--- config.mk ---
export PLATFORM = sky130hd
export DESIGN_NAME = harris_corner_logger
export DESIGN_NICKNAME = d
export VERILOG_FILES = /design/src/rtl/harris_pkg.sv /design/src/rtl/corner_evt_fifo.sv /design/src/rtl/harris_corner_logger.sv
export SDC_FILE = /design/constraint.sdc
export NUM_CORES = 1
export LEC_CHECK = 0
export CORE_UTILIZATION = 35
export CTS_CLUSTER_SIZE = 20
export DETAILED_ROUTE_END_ITERATION = 16
export SYNTH_ARGS = -nofsm -noshare
export SYNTH_HDL_FRONTEND = slang
export SYNTH_HIERARCHICAL = 1
export SYNTH_SLANG_ARGS = --single-unit
--- constraint.sdc ---
create_clock -name clk -period 6.6 [get_ports clk]
set_input_delay 1.32 -clock clk [delete_from_list [all_inputs] [get_ports clk]]
set_output_delay 1.32 -clock clk [all_outputs]
set_load 0.02 [all_outputs]
--- src/rtl/harris_pkg.sv ---
// Shared defaults and the corner event record for the Harris corner logger.
// Build option: define CORNER_LOG_SCORE_EN to carry the Harris score with each event.
// No logic; types and constants only.
package harris_pkg;

    localparam int IMG_W_DEF   = 640;
    localparam int IMG_H_DEF   = 480;
    localparam int SCORE_W_DEF = 64;
    localparam int XW_DEF      = $clog2(IMG_W_DEF);
    localparam int YW_DEF      = $clog2(IMG_H_DEF);

    // Event record at default image geometry; the logger builds its own
    // copy sized to its actual parameters.
    typedef struct packed {
        logic [XW_DEF-1:0]             x;
        logic [YW_DEF-1:0]             y;
`ifdef CORNER_LOG_SCORE_EN
        logic signed [SCORE_W_DEF-1:0] score;
`endif
    } corner_evt_t;

endpackage

--- src/rtl/corner_evt_fifo.sv ---
// First-word-fall-through synchronous FIFO holding corner events.
// Latency: a word pushed into an empty FIFO appears on rd_dat the next cycle.
// Backpressure: push while full is accepted only alongside a pop; rd_dat reads 0 when empty.
// Ports: clk, reset (async high), push/wr_dat, pop/rd_dat, full, empty, level.
module corner_evt_fifo #(
    parameter int DEPTH = 16,
    parameter int W     = 8
) (
    input  logic                     clk,
    input  logic                     reset,
    input  logic                     push,
    input  logic [W-1:0]             wr_dat,
    input  logic                     pop,
    output logic [W-1:0]             rd_dat,
    output logic                     full,
    output logic                     empty,
    output logic [$clog2(DEPTH):0]   level
);

    localparam int AW = $clog2(DEPTH);

    logic [W-1:0] mem [DEPTH];
    logic [AW:0]  wr_ptr;
    logic [AW:0]  rd_ptr;
    logic         do_push;
    logic         do_pop;

    // Extra pointer MSB separates full (MSBs differ) from empty (equal).
    assign empty   = (wr_ptr == rd_ptr);
    assign full    = (wr_ptr[AW] != rd_ptr[AW]) && (wr_ptr[AW-1:0] == rd_ptr[AW-1:0]);
    assign level   = wr_ptr - rd_ptr;
    assign do_pop  = pop && !empty;
    // When full, the slot being written is the one being read out this cycle.
    assign do_push = push && (!full || do_pop);
    assign rd_dat  = empty ? '0 : mem[rd_ptr[AW-1:0]];

    always_ff @(posedge clk) begin
        if (do_push) begin
            mem[wr_ptr[AW-1:0]] <= wr_dat;
        end
    end

    always_ff @(posedge clk or posedge reset) begin
        if (reset) begin
            wr_ptr <= '0;
            rd_ptr <= '0;
        end else begin
            if (do_push) wr_ptr <= wr_ptr + 1'b1;
            if (do_pop)  rd_ptr <= rd_ptr + 1'b1;
        end
    end

endmodule

--- src/rtl/harris_corner_logger.sv ---
// Turns Harris corner decisions into a buffered (x, y, score) event stream with frame accounting.
// Latency: event visible on out_* one cycle after its result; frame_done one cycle after the last pixel.
// Backpressure: out_valid/out_ready drain; input never stalls, events lost to a full FIFO bump drop_count.
// Ports: clk, reset (async high); in_valid/sof/is_corner/score in; out_valid/out_ready/out_x/out_y/out_score
// stream; frame_done, corner_count, drop_count, fifo_level status. Build option: CORNER_LOG_SCORE_EN.
module harris_corner_logger
    import harris_pkg::*;
#(
    parameter int IMG_W   = IMG_W_DEF,
    parameter int IMG_H   = IMG_H_DEF,
    parameter int XW      = $clog2(IMG_W),
    parameter int YW      = $clog2(IMG_H),
    parameter int SCORE_W = SCORE_W_DEF,
    parameter int DEPTH   = 16,
    parameter int CNT_W   = 32
) (
    input  logic                        clk,
    input  logic                        reset,
    input  logic                        in_valid,
    input  logic                        sof,
    input  logic                        is_corner,
    input  logic signed [SCORE_W-1:0]   score,
    output logic                        out_valid,
    input  logic                        out_ready,
    output logic [XW-1:0]               out_x,
    output logic [YW-1:0]               out_y,
    output logic signed [SCORE_W-1:0]   out_score,
    output logic                        frame_done,
    output logic [CNT_W-1:0]            corner_count,
    output logic [15:0]                 drop_count,
    output logic [$clog2(DEPTH):0]      fifo_level
);

    typedef enum logic {IDLE, RUN} state_t;

    typedef struct packed {
        logic [XW-1:0]             x;
        logic [YW-1:0]             y;
`ifdef CORNER_LOG_SCORE_EN
        logic signed [SCORE_W-1:0] score;
`endif
    } evt_t;

    state_t          state;
    logic [XW-1:0]   x;
    logic [YW-1:0]   y;
    logic [CNT_W-1:0] run_cnt;

    logic            accept;
    logic [XW-1:0]   px;
    logic [YW-1:0]   py;
    logic            x_last;
    logic            y_last;
    logic [CNT_W-1:0] cnt_base;
    logic [CNT_W-1:0] cnt_next;
    logic            push;
    logic            pop;
    logic            full;
    logic            empty;
    logic            drop;
    evt_t            wr_evt;
    evt_t            rd_evt;

    // sof always names the current result (0,0), whether idle or mid-frame.
    assign accept   = in_valid && (sof || (state == RUN));
    assign px       = sof ? '0 : x;
    assign py       = sof ? '0 : y;
    assign x_last   = (px == XW'(IMG_W - 1));
    assign y_last   = (py == YW'(IMG_H - 1));
    assign cnt_base = sof ? '0 : run_cnt;
    assign cnt_next = (is_corner && (cnt_base != '1)) ? cnt_base + 1'b1 : cnt_base;

    assign push = accept && is_corner;
    assign pop  = out_valid && out_ready;
    assign drop = push && full && !pop;

    always_comb begin
        wr_evt   = '0;
        wr_evt.x = px;
        wr_evt.y = py;
`ifdef CORNER_LOG_SCORE_EN
        wr_evt.score = score;
`endif
    end

    always_ff @(posedge clk or posedge reset) begin
        if (reset) begin
            state        <= IDLE;
            x            <= '0;
            y            <= '0;
            run_cnt      <= '0;
            frame_done   <= 1'b0;
            corner_count <= '0;
            drop_count   <= '0;
        end else begin
            frame_done <= 1'b0;
            if (drop && (drop_count != 16'hFFFF)) begin
                drop_count <= drop_count + 1'b1;
            end
            if (accept) begin
                if (x_last && y_last) begin
                    state        <= IDLE;
                    x            <= '0;
                    y            <= '0;
                    run_cnt      <= '0;
                    frame_done   <= 1'b1;
                    corner_count <= cnt_next;
                end else begin
                    state   <= RUN;
                    run_cnt <= cnt_next;
                    if (x_last) begin
                        x <= '0;
                        y <= py + 1'b1;
                    end else begin
                        x <= px + 1'b1;
                        y <= py;
                    end
                end
            end
        end
    end

    corner_evt_fifo #(
        .DEPTH (DEPTH),
        .W     ($bits(evt_t))
    ) u_fifo (
        .clk    (clk),
        .reset  (reset),
        .push   (push),
        .wr_dat (wr_evt),
        .pop    (pop),
        .rd_dat (rd_evt),
        .full   (full),
        .empty  (empty),
        .level  (fifo_level)
    );

    assign out_valid = !empty;
    assign out_x     = rd_evt.x;
    assign out_y     = rd_evt.y;
`ifdef CORNER_LOG_SCORE_EN
    assign out_score = rd_evt.score;
`else
    assign out_score = '0;
    logic unused_score;
    assign unused_score = ^score;
`endif

endmodule

Yosys cells after proc, flatten, opt, wreduce, memory -nomap -nowiden

Memories as Yosys holds them, arrays and structs flattened.
Index checks and enable logic that the tools add are counted.

Register bits: 111
Memory bits (writable): 304
Input port bits: 70
Output and inout port bits: 138
Memories kept: 1

Memories:

| name       | words | bits a word | read ports | clocked after Yosys merged registers in | write ports | line                  | RTL |
|---|---|---|---|---|---|---|---|
| u_fifo.mem | 16    | 19          | 1          | 0                                       | 1           | corner_evt_fifo.sv:22 | `logic [W-1:0] mem [DEPTH];` |

$add $sub $neg: 7
Eq/ne operators: 7
Multiplexer cells: 15
Reduce and logical (&&, ||, !) cells: 17

Operator list:

| cell                  | count |
|---|---|
| $mux 32               | 3 |
| $add 32x1->32 const B | 1 |
| $ne 32x32->1 const B  | 1 |
| $mux 10               | 3 |
| $mux 9                | 3 |
| $mux 19               | 1 |
| $add 16x1->16 const B | 1 |
| $ne 16x16->1 const B  | 1 |
| $logic_and 1x1->1     | 11 |
| $add 10x1->10 const B | 1 |
| $add 5x1->5 const B   | 2 |
| $eq 10x10->1 const B  | 1 |
| $add 9x1->9 const B   | 1 |
| $eq 9x9->1 const B    | 1 |
| $eq 5x5->1            | 1 |
| $mux 1                | 5 |
| $sub 5x5->5           | 1 |
| $eq 4x4->1            | 1 |
| $logic_not 1->1       | 3 |
| $logic_or 1x1->1      | 2 |
| $reduce_and 2->1      | 1 |
| $ne 1x1->1            | 1 |

Longest topological paths before layout

Gate-level depths: netlist (run 1).

Depth in word-level cells: 8
Mapped depth: 15

By module

The synthesis (run 1) kept the hierarchy.

Modules (own cells, without submodules):

| module               | instances | cells each | area each (µm²) |
|---|---|---|---|
| corner_evt_fifo      | 1         | 589        | 12493.2 |
| harris_corner_logger | 1         | 712        | 6132.1 |

Worst setup path after synthesis (run 1)

Ideal clock, no wire load.

Kind: input to register
From: input sof
To: memory u_fifo/mem[3][0] (netlist bit), enable pin
Setup time: 419 ps
Arrival time: 3893 ps
Path slack: 2289 ps
Stages on the path: 9
Buffers on the path: 4
Path through: buf_6 buf_6 o21a_1 clkbuf_1 and2_1 o31a_1 buf_2 nand2_1 nor3_1

Longest elaborated chain between the ends: 6

RTL lines:

| item                         | line                       | RTL |
|---|---|---|
| from (decl)                  | harris_corner_logger.sv:20 | `input logic sof,` |
| $logic_or 1x1->1             | harris_corner_logger.sv:65 | `assign accept = in_valid && (sof \|\| (state == RUN));` |
| $logic_and 1x1->1            | harris_corner_logger.sv:65 |  |
| $logic_and 1x1->1            | harris_corner_logger.sv:73 | `assign push = accept && is_corner;` |
| net push                     | harris_corner_logger.sv:56 | `logic push;` |
| $logic_and 1x1->1            | corner_evt_fifo.sv:34      | `assign do_push = push && (!full \|\| do_pop);` |
| $mux 1                       | corner_evt_fifo.sv:38      | `if (do_push) begin` |
| $mux 1 (implied by the code) | corner_evt_fifo.sv:39      | `mem[wr_ptr[AW-1:0]] <= wr_dat;` |
| to (decl)                    | corner_evt_fifo.sv:22      |  |

The timed path passes the listed nets, and every way through them passes these cells.

Worst setup path after layout (run 1)

From: register u_fifo.rd_ptr[0]
To: output out_y[6]

Longest elaborated chain between the ends: 2
Elaborated cells between the ends (all ways): 3

RTL lines:

| item                                               | line                       | RTL |
|---|---|---|
| from (decl)                                        | corner_evt_fifo.sv:24      | `logic [AW:0] rd_ptr;` |
| from (signal assigned)                             | corner_evt_fifo.sv:49      | `if (do_pop) rd_ptr <= rd_ptr + 1'b1;` |
| $mem_v2 16x19 / $eq 5x5->1 (equally long branches) | n/a                        |  |
| $mux 19 *                                          | corner_evt_fifo.sv:35      | `assign rd_dat = empty ? '0 : mem[rd_ptr[AW-1:0]];` |
| to (decl)                                          | harris_corner_logger.sv:26 | `output logic [YW-1:0] out_y,` |

Every way passes the cells marked *; elsewhere a longest branch is shown, timed or not.

==> run summary, run 1 <==
min cycle time layout = 5650 ps
area share of the largest cell type after synthesis = 49.0%
Cell Int Power = 5.41 mW
clock root buffer = sky130_fd_sc_hd__clkbuf_16
DR vias = 10700
CTS tree = done
startpoint of the lowest-slack register-to-register path = u_fifo/rd_ptr[0]
Initial DRT Pass Iterations = 5
sw frac = 30.0%
sum of routed wire length over all layers = 40800 um
largest fanout on the critical path = 28
number of instances in the synthesized netlist = 1301
Iter 0 DRT Violations = 718
post-synthesis to final-layout area growth = 15.4%
pin count of the biggest net entering global routing = 66
slack of the worst reg-to-reg path = 2570 ps
final worst path period share = 85.6%
Static Leakage = 7.71 nW
H-tree Lvls = 2
data arrival time at the worst-slack endpoint = 4330 ps
vias per cell = 5.07
critical path required time = 5280 ps
fillers = 4811
Avg Synthesized Cell Area = 14.3 um^2
diode count = 0
destination of the worst register-to-register timing path = u_fifo/mem[15][12]
number of flops mapped to enable cells by yosys = 304
number of failing setup endpoints in the final timing report = 0
via count of the first global-routing pass = 10900
Post-Place Cells = 2035
number of CTS-inserted buffers = 45
Seq/Total Area, Yosys = 63.9%
overall track demand over capacity in global routing = 15.3%
Sinks on Clock Net = 415
Cell Area, Placed = 20000 um^2
initial antenna violation count = 0
Power Total = 7.73 mW
power per standard cell area = 359 nW/um^2
status = completed
post-route clock skew = 18.5 ps
Worst Max-Slew Pin Slew = 1180 ps
most frequent cell after synthesis = sky130_fd_sc_hd__edfxtp_1
Hold Startpoint = x[1]
startpoint type of the worst setup path = flop
Setup Fix Bufs, Post-CTS = 0
pre-CTS setup slack = 1460 ps
number of cell rows = 84
CP Class = flop to output port
clock latency on the worst-skew pair = 580 ps
final setup margin = 950 ps
synth cell count leaders = sky130_fd_sc_hd__edfxtp_1, sky130_fd_sc_hd__nand2_1, sky130_fd_sc_hd__dfrtp_1, sky130_fd_sc_hd__buf_4, sky130_fd_sc_hd__inv_1
proportion of register bits with asynchronous set or reset after synthesis = 26.7%
destination of the worst hold path = x[1]
detailed placer's ending HPWL = 23900 um
clock slew at the register clock pins of the worst setup and hold paths = 60 ps
Routed wire per std cell = 19.3 um
number of hold violations in the final report = 0
share of the core filled with cells in the final layout = 40.9%
largest cells by area after synthesis = sky130_fd_sc_hd__edfxtp_1, sky130_fd_sc_hd__dfrtp_1, sky130_fd_sc_hd__mux4_2, sky130_fd_sc_hd__mux4_1, sky130_fd_sc_hd__buf_4
number of synthesized register bits = 415
most common flop cell mapped by yosys = sky130_fd_sc_hd__edfxtp_1
I/O Buffers = 79
remaining routing DRC violations = 0
Netlist Area Pre-Place = 18600 um^2
Cell variety after synth = 65
Finished Layout Cells = 2116
placeable core region = 52600 um^2
Switch Pwr = 2.32 mW
wire length of the first global-routing pass = 63300 um
height of the chip = 233 um
fin. max-slew vios = 0
Die Area = 54100 um^2
power share of the sequential group = 39.4%
final cell area excluding filler cells = 21500 um^2
count of cells along the worst hold path = 2
nets@finish = 1478
remaining global-route overflow = 0
proportion of layout cells with a drive suffix above 1 = 13.4%
path class of the lowest-slack min-delay path = flop to flop
headroom to the max-slew limit = 21.1%
number of gates resized after CTS = 0
combinational cell fraction of total power = 26.9%
area leader, netlist = sky130_fd_sc_hd__edfxtp_1
Setup TNS = 0 ps
max_cap viols = 0
routability-driven placement congestion ratio = 0.808
worst reg-to-reg path cell count = 8
clock network power share = 33.7%
Yosys warnings = 6
unrepaired setup endpoints after global routing = false
die width = 233 um
worst hold margin = 470 ps
antenna-violating nets left = 0
CTS Buffer Depth = 3
Hold-fix buffers, CTS = 0
maximum vdd drop = 212 uV
starting utilization of the core area = 35.4%
Worst Setup End Kind = output port
highest clock rate = 177 MHz
IO Pins = 208
[metal layers]
metal	GRT usage (%)	vias up	part of all wire [%]
li1	-	4967	-
met1	19.6	5471	44
met2	26.1	229	50
met3	2.92	51	4.5
met4	4.51	0	1.8
met5	0	-	0
[power by group through the flow]
stage / clock [mW] / combinational (mW) / sequential (mW)
2_1_floorplan: 0 / 1.50 / 3.01
3_5_place_dp: 0 / 2.13 / 3.10
3_3_place_gp: 0 / 2.11 / 3.09
4_1_cts: 2.68 / 2.13 / 3.05
5_1_grt: 2.77 / 2.26 / 3.06
6_report: 2.60 / 2.08 / 3.04
[area by class of cell]
type / count / area, um^2 / area share [%]
tap: 688 / 861 / 4.00
sequential: 415 / 11900 / 55.4
multi-input combinational: 754 / 5920 / 27.5
clock inverter: 29 / 368 / 1.71
inverter: 68 / 258 / 1.20
clock buffer: 52 / 1160 / 5.41
timing repair buffer: 110 / 1020 / 4.74
[critical path: stages, from the launching register on]
cell                              delay (ps)
sky130_fd_sc_hd__dfrtp_4                 750
sky130_fd_sc_hd__ha_1                    370
sky130_fd_sc_hd__and4_1                  260
sky130_fd_sc_hd__nand2_1                 140
sky130_fd_sc_hd__nand3_1                 790
sky130_fd_sc_hd__o221ai_1                730
sky130_fd_sc_hd__clkdlybuf4s50_1         700
[kinds of logic after synthesis]
family / synth area share [%]
AO/OA/AOI/OAI: 6.01
buffers and inverters: 5.90
XOR/XNOR: 2.54
multiplexers: 11.5
flip-flops: 63.9
AND/OR/NAND/NOR: 9.14
other: 0.0201
adder cells (fa/ha/maj): 0.981
[worst max path at each step]
stage                                 from                to  slack (ps)
after global routing      u_fifo/rd_ptr[0]          out_y[6]         650
after CTS                 u_fifo/rd_ptr[0]          out_y[6]         830
after detailed placement  u_fifo/rd_ptr[0]          out_y[6]        1460
final                     u_fifo/rd_ptr[0]          out_y[6]         950
after floorplan                        sof  u_fifo/mem[3][0]        2290
after global placement    u_fifo/rd_ptr[0]          out_y[0]        1550
[registers in the layout, summed over array words and instances, names as in the netlist]
register	flops
state	1
corner_count	32
y	9
u_fifo/wr_ptr	5
u_fifo/mem	304
u_fifo/rd_ptr	5
frame_done	1
drop_count	16
run_cnt	32
x	10
[cell usage in the layout, fill, tap and decap left out, types with 34 or more instances in the layout]
| cell type | instances |
|---|---|
| sky130_fd_sc_hd__clkbuf_16 | 45 |
| sky130_fd_sc_hd__clkdlybuf4s50_1 | 78 |
| sky130_fd_sc_hd__conb_1 | 64 |
| sky130_fd_sc_hd__dfrtp_1 | 109 |
| sky130_fd_sc_hd__edfxtp_1 | 304 |
| sky130_fd_sc_hd__inv_1 | 66 |
| sky130_fd_sc_hd__mux4_2 | 42 |
| sky130_fd_sc_hd__nand2_1 | 132 |
| sky130_fd_sc_hd__nand3_1 | 34 |
| sky130_fd_sc_hd__o21ai_0 | 64 |
| sky130_fd_sc_hd__xnor2_1 | 43 |
No activity file was read; power rests on OpenSTA's default activity.
==> run 2, diff against run 1 <==
- GPL_TIMING_DRIVEN: default -> 0
- SLEW_MARGIN: default -> 30
==> run summary, run 2 (same netlist as run 1, synthesis figures left out) <==
DR vias = 11300 (+5.9%)
Iter 0 DRT Violations = 873 (+22%)
Post-Place Cells = 2155 (+5.9%)
number of flip-flops in the largest register = 304 (unchanged)
cells along the critical path = buf_6 > buf_8 > buf_4 > inv_1 > ha_1 > and4_1 > nand2_1 > nand3_1 > buf_2 > o221ai_1 > clkdlybuf4s50_1
die width = 233 um (unchanged)
final cell area excluding filler cells = 22400 um^2 (+4.3%)
unrepaired setup endpoints after global routing = false
clock slew at the register clock pins of the worst setup and hold paths = 60 ps (about the same)
number of CTS-inserted buffers = 44 (-2.2%)
Setup Fix Bufs, Post-CTS = 0 (unchanged)
Sinks on Clock Net = 415 (unchanged)
largest stage delay on the critical path = 660 ps (-130 ps)
Worst Setup End Kind = output port
maximum vdd drop = 197 uV (-6.8%)
Hold-fix buffers, CTS = 0 (unchanged)
post-route clock skew = 11.2 ps (-7.27 ps)
final worst path period share = 84.6% (-1.0 points)
power per standard cell area = 343 nW/um^2 (-4.6%)
worst hold margin = 487 ps (+17.1 ps)
startpoint type of the worst setup path = flop
highest clock rate = 179 MHz (+1.2%)
initial antenna violation count = 0 (unchanged)
remaining routing DRC violations = 0 (unchanged)
Switch Pwr = 2.39 mW (+3.3%)
headroom to the max-slew limit = 36.9% (+16 points)
Cell Int Power = 5.30 mW (-2.1%)
starting utilization of the core area = 35.4% (unchanged)
Finished Layout Cells = 2235 (+5.6%)
placeable core region = 52600 um^2 (unchanged)
Worst Max-Slew Pin Slew = 943 ps (-239 ps)
number of cell rows = 84 (unchanged)
status = completed
min cycle time layout = 5580 ps (-66.3 ps)
data arrival time at the worst-slack endpoint = 4260 ps (-70 ps)
Initial DRT Pass Iterations = 5 (unchanged)
sum of routed wire length over all layers = 44500 um (+9.1%)
proportion of layout cells with a drive suffix above 1 = 18.6% (+5.2 points)
clock latency on the worst-skew pair = 570 ps (about the same)
clock root buffer = sky130_fd_sc_hd__clkbuf_16
Routed wire per std cell = 19.9 um (+3.3%)
height of the chip = 233 um (unchanged)
vias per cell = 5.08 (+0.22%)
leading cell types in the layout, fill and taps excluded = sky130_fd_sc_hd__edfxtp_1, sky130_fd_sc_hd__nand2_1, sky130_fd_sc_hd__dfrtp_1, sky130_fd_sc_hd__buf_4, sky130_fd_sc_hd__clkdlybuf4s50_1
IO Pins = 208 (unchanged)
number of gates resized after CTS = 0 (unchanged)
via count of the first global-routing pass = 11400 (+4.7%)
path class of the lowest-slack min-delay path = flop to flop
combinational cell fraction of total power = 31.0% (+4.1 points)
fin. max-slew vios = 0 (unchanged)
I/O Buffers = 79 (unchanged)
pin count of the biggest net entering global routing = 58 (-12%)
detailed placer's ending HPWL = 30200 um (+26%)
Static Leakage = 8.20 nW (+6.3%)
final setup margin = 1020 ps (+66.3 ps)
Die Area = 54100 um^2 (unchanged)
routability-driven placement congestion ratio = 0.867 (+7.3%)
Setup TNS = 0 ps (unchanged)
critical path required time = 5280 ps (about the same)
post-synthesis to final-layout area growth = 20.4%
sw frac = 31.1% (+1.1 points)
H-tree Lvls = 2 (unchanged)
overall track demand over capacity in global routing = 16.7% (+1.4 points)
number of failing setup endpoints in the final timing report = 0 (unchanged)
most frequent standard cell in the layout excluding fill and tap cells = sky130_fd_sc_hd__edfxtp_1
remaining global-route overflow = 0 (unchanged)
wire length of the first global-routing pass = 68500 um (+8.1%)
nets@finish = 1597 (+8.1%)
antenna-violating nets left = 0 (unchanged)
CTS tree = done
max_cap viols = 0 (unchanged)
number of hold violations in the final report = 0 (unchanged)
CTS Buffer Depth = 3 (unchanged)
CP max-delay cell = sky130_fd_sc_hd__clkdlybuf4s50_1
clock network power share = 30.4% (-3.3 points)
Cell Area, Placed = 21100 um^2 (+5.5%)
largest fanout on the critical path = 10 (-64%)
CP Class = flop to output port
power share of the sequential group = 38.7% (-0.7 points)
pre-CTS setup slack = 789 ps (-676 ps)
-- run 2: cell types whose count changed in the layout (fill, tap and decap cells not counted), sizes merged --
cell	delta
buf	+90
bufinv	-6
clkbuf	+41
clkdlybuf4s50	+1
clkinv	-7
clkinvlp	+1
diode	+1
inv	-2
-- run 2: path summary, 6_finish.rpt --
path / from / to / slack, ps / depth (start not counted)
max: u_fifo/rd_ptr[1] / out_x[5] / 1020 / 11
min: y[4] / y[4] / 490 / 1
max reg2reg: u_fifo/rd_ptr[1] / u_fifo/mem[2][6] / 2170 / 15
min reg2reg: y[4] / y[4] / 490 / 1
max in group asynchronous: reset / state / 4710 / 3
min in group asynchronous: reset / u_fifo/wr_ptr[0] / 1210 / 2
-- run 2: final cells by class --
type	count	area, um^2
antenna	1	2.50
buffer	127	845
clock buffer	64	1220
clock inverter	15	136
fill	4770	30100
inverter	68	260
multi-input combinational	754	6010
sequential	415	11900
tap	688	861
timing repair buffer	103	1200
-- run 2: layer usage --
metal  track usage, %  up-vias  part of all wire (%)
met5                0        -                     0
met4             4.15        0                   1.8
met3             2.82       63                   4.9
met2             27.4      312                    48
met1             22.9     5776                    45
li1                 -     5195                     -
-- run 2: stage by stage --
step | power (mW) | util, %
floorplan | 4.51 | -
global placement | 5.34 | 39.0
detailed placement | 5.43 | 40.1
CTS | 7.79 | 42.7
global route | 8.03 | 42.7
finish | 7.69 | 42.7
-- run 2: critical path: cells and delay by family, from the launching register on --
family,cells,cell delay [ps]
adders and majority gates,1,350
DFF,1,370
AOI/OAI and AO/OA,1,290
buffers and inverters,6,1790
and+or+nand+nor,3,880
-- run 2: power by group through the flow --
stage,sequential (mW),clock [mW],combinational [mW]
3_3_place_gp,3.03,0,2.32
6_report,2.97,2.34,2.38
4_1_cts,2.97,2.40,2.41
2_1_floorplan,3.01,0,1.50
3_5_place_dp,3.03,0,2.41
5_1_grt,2.98,2.49,2.56
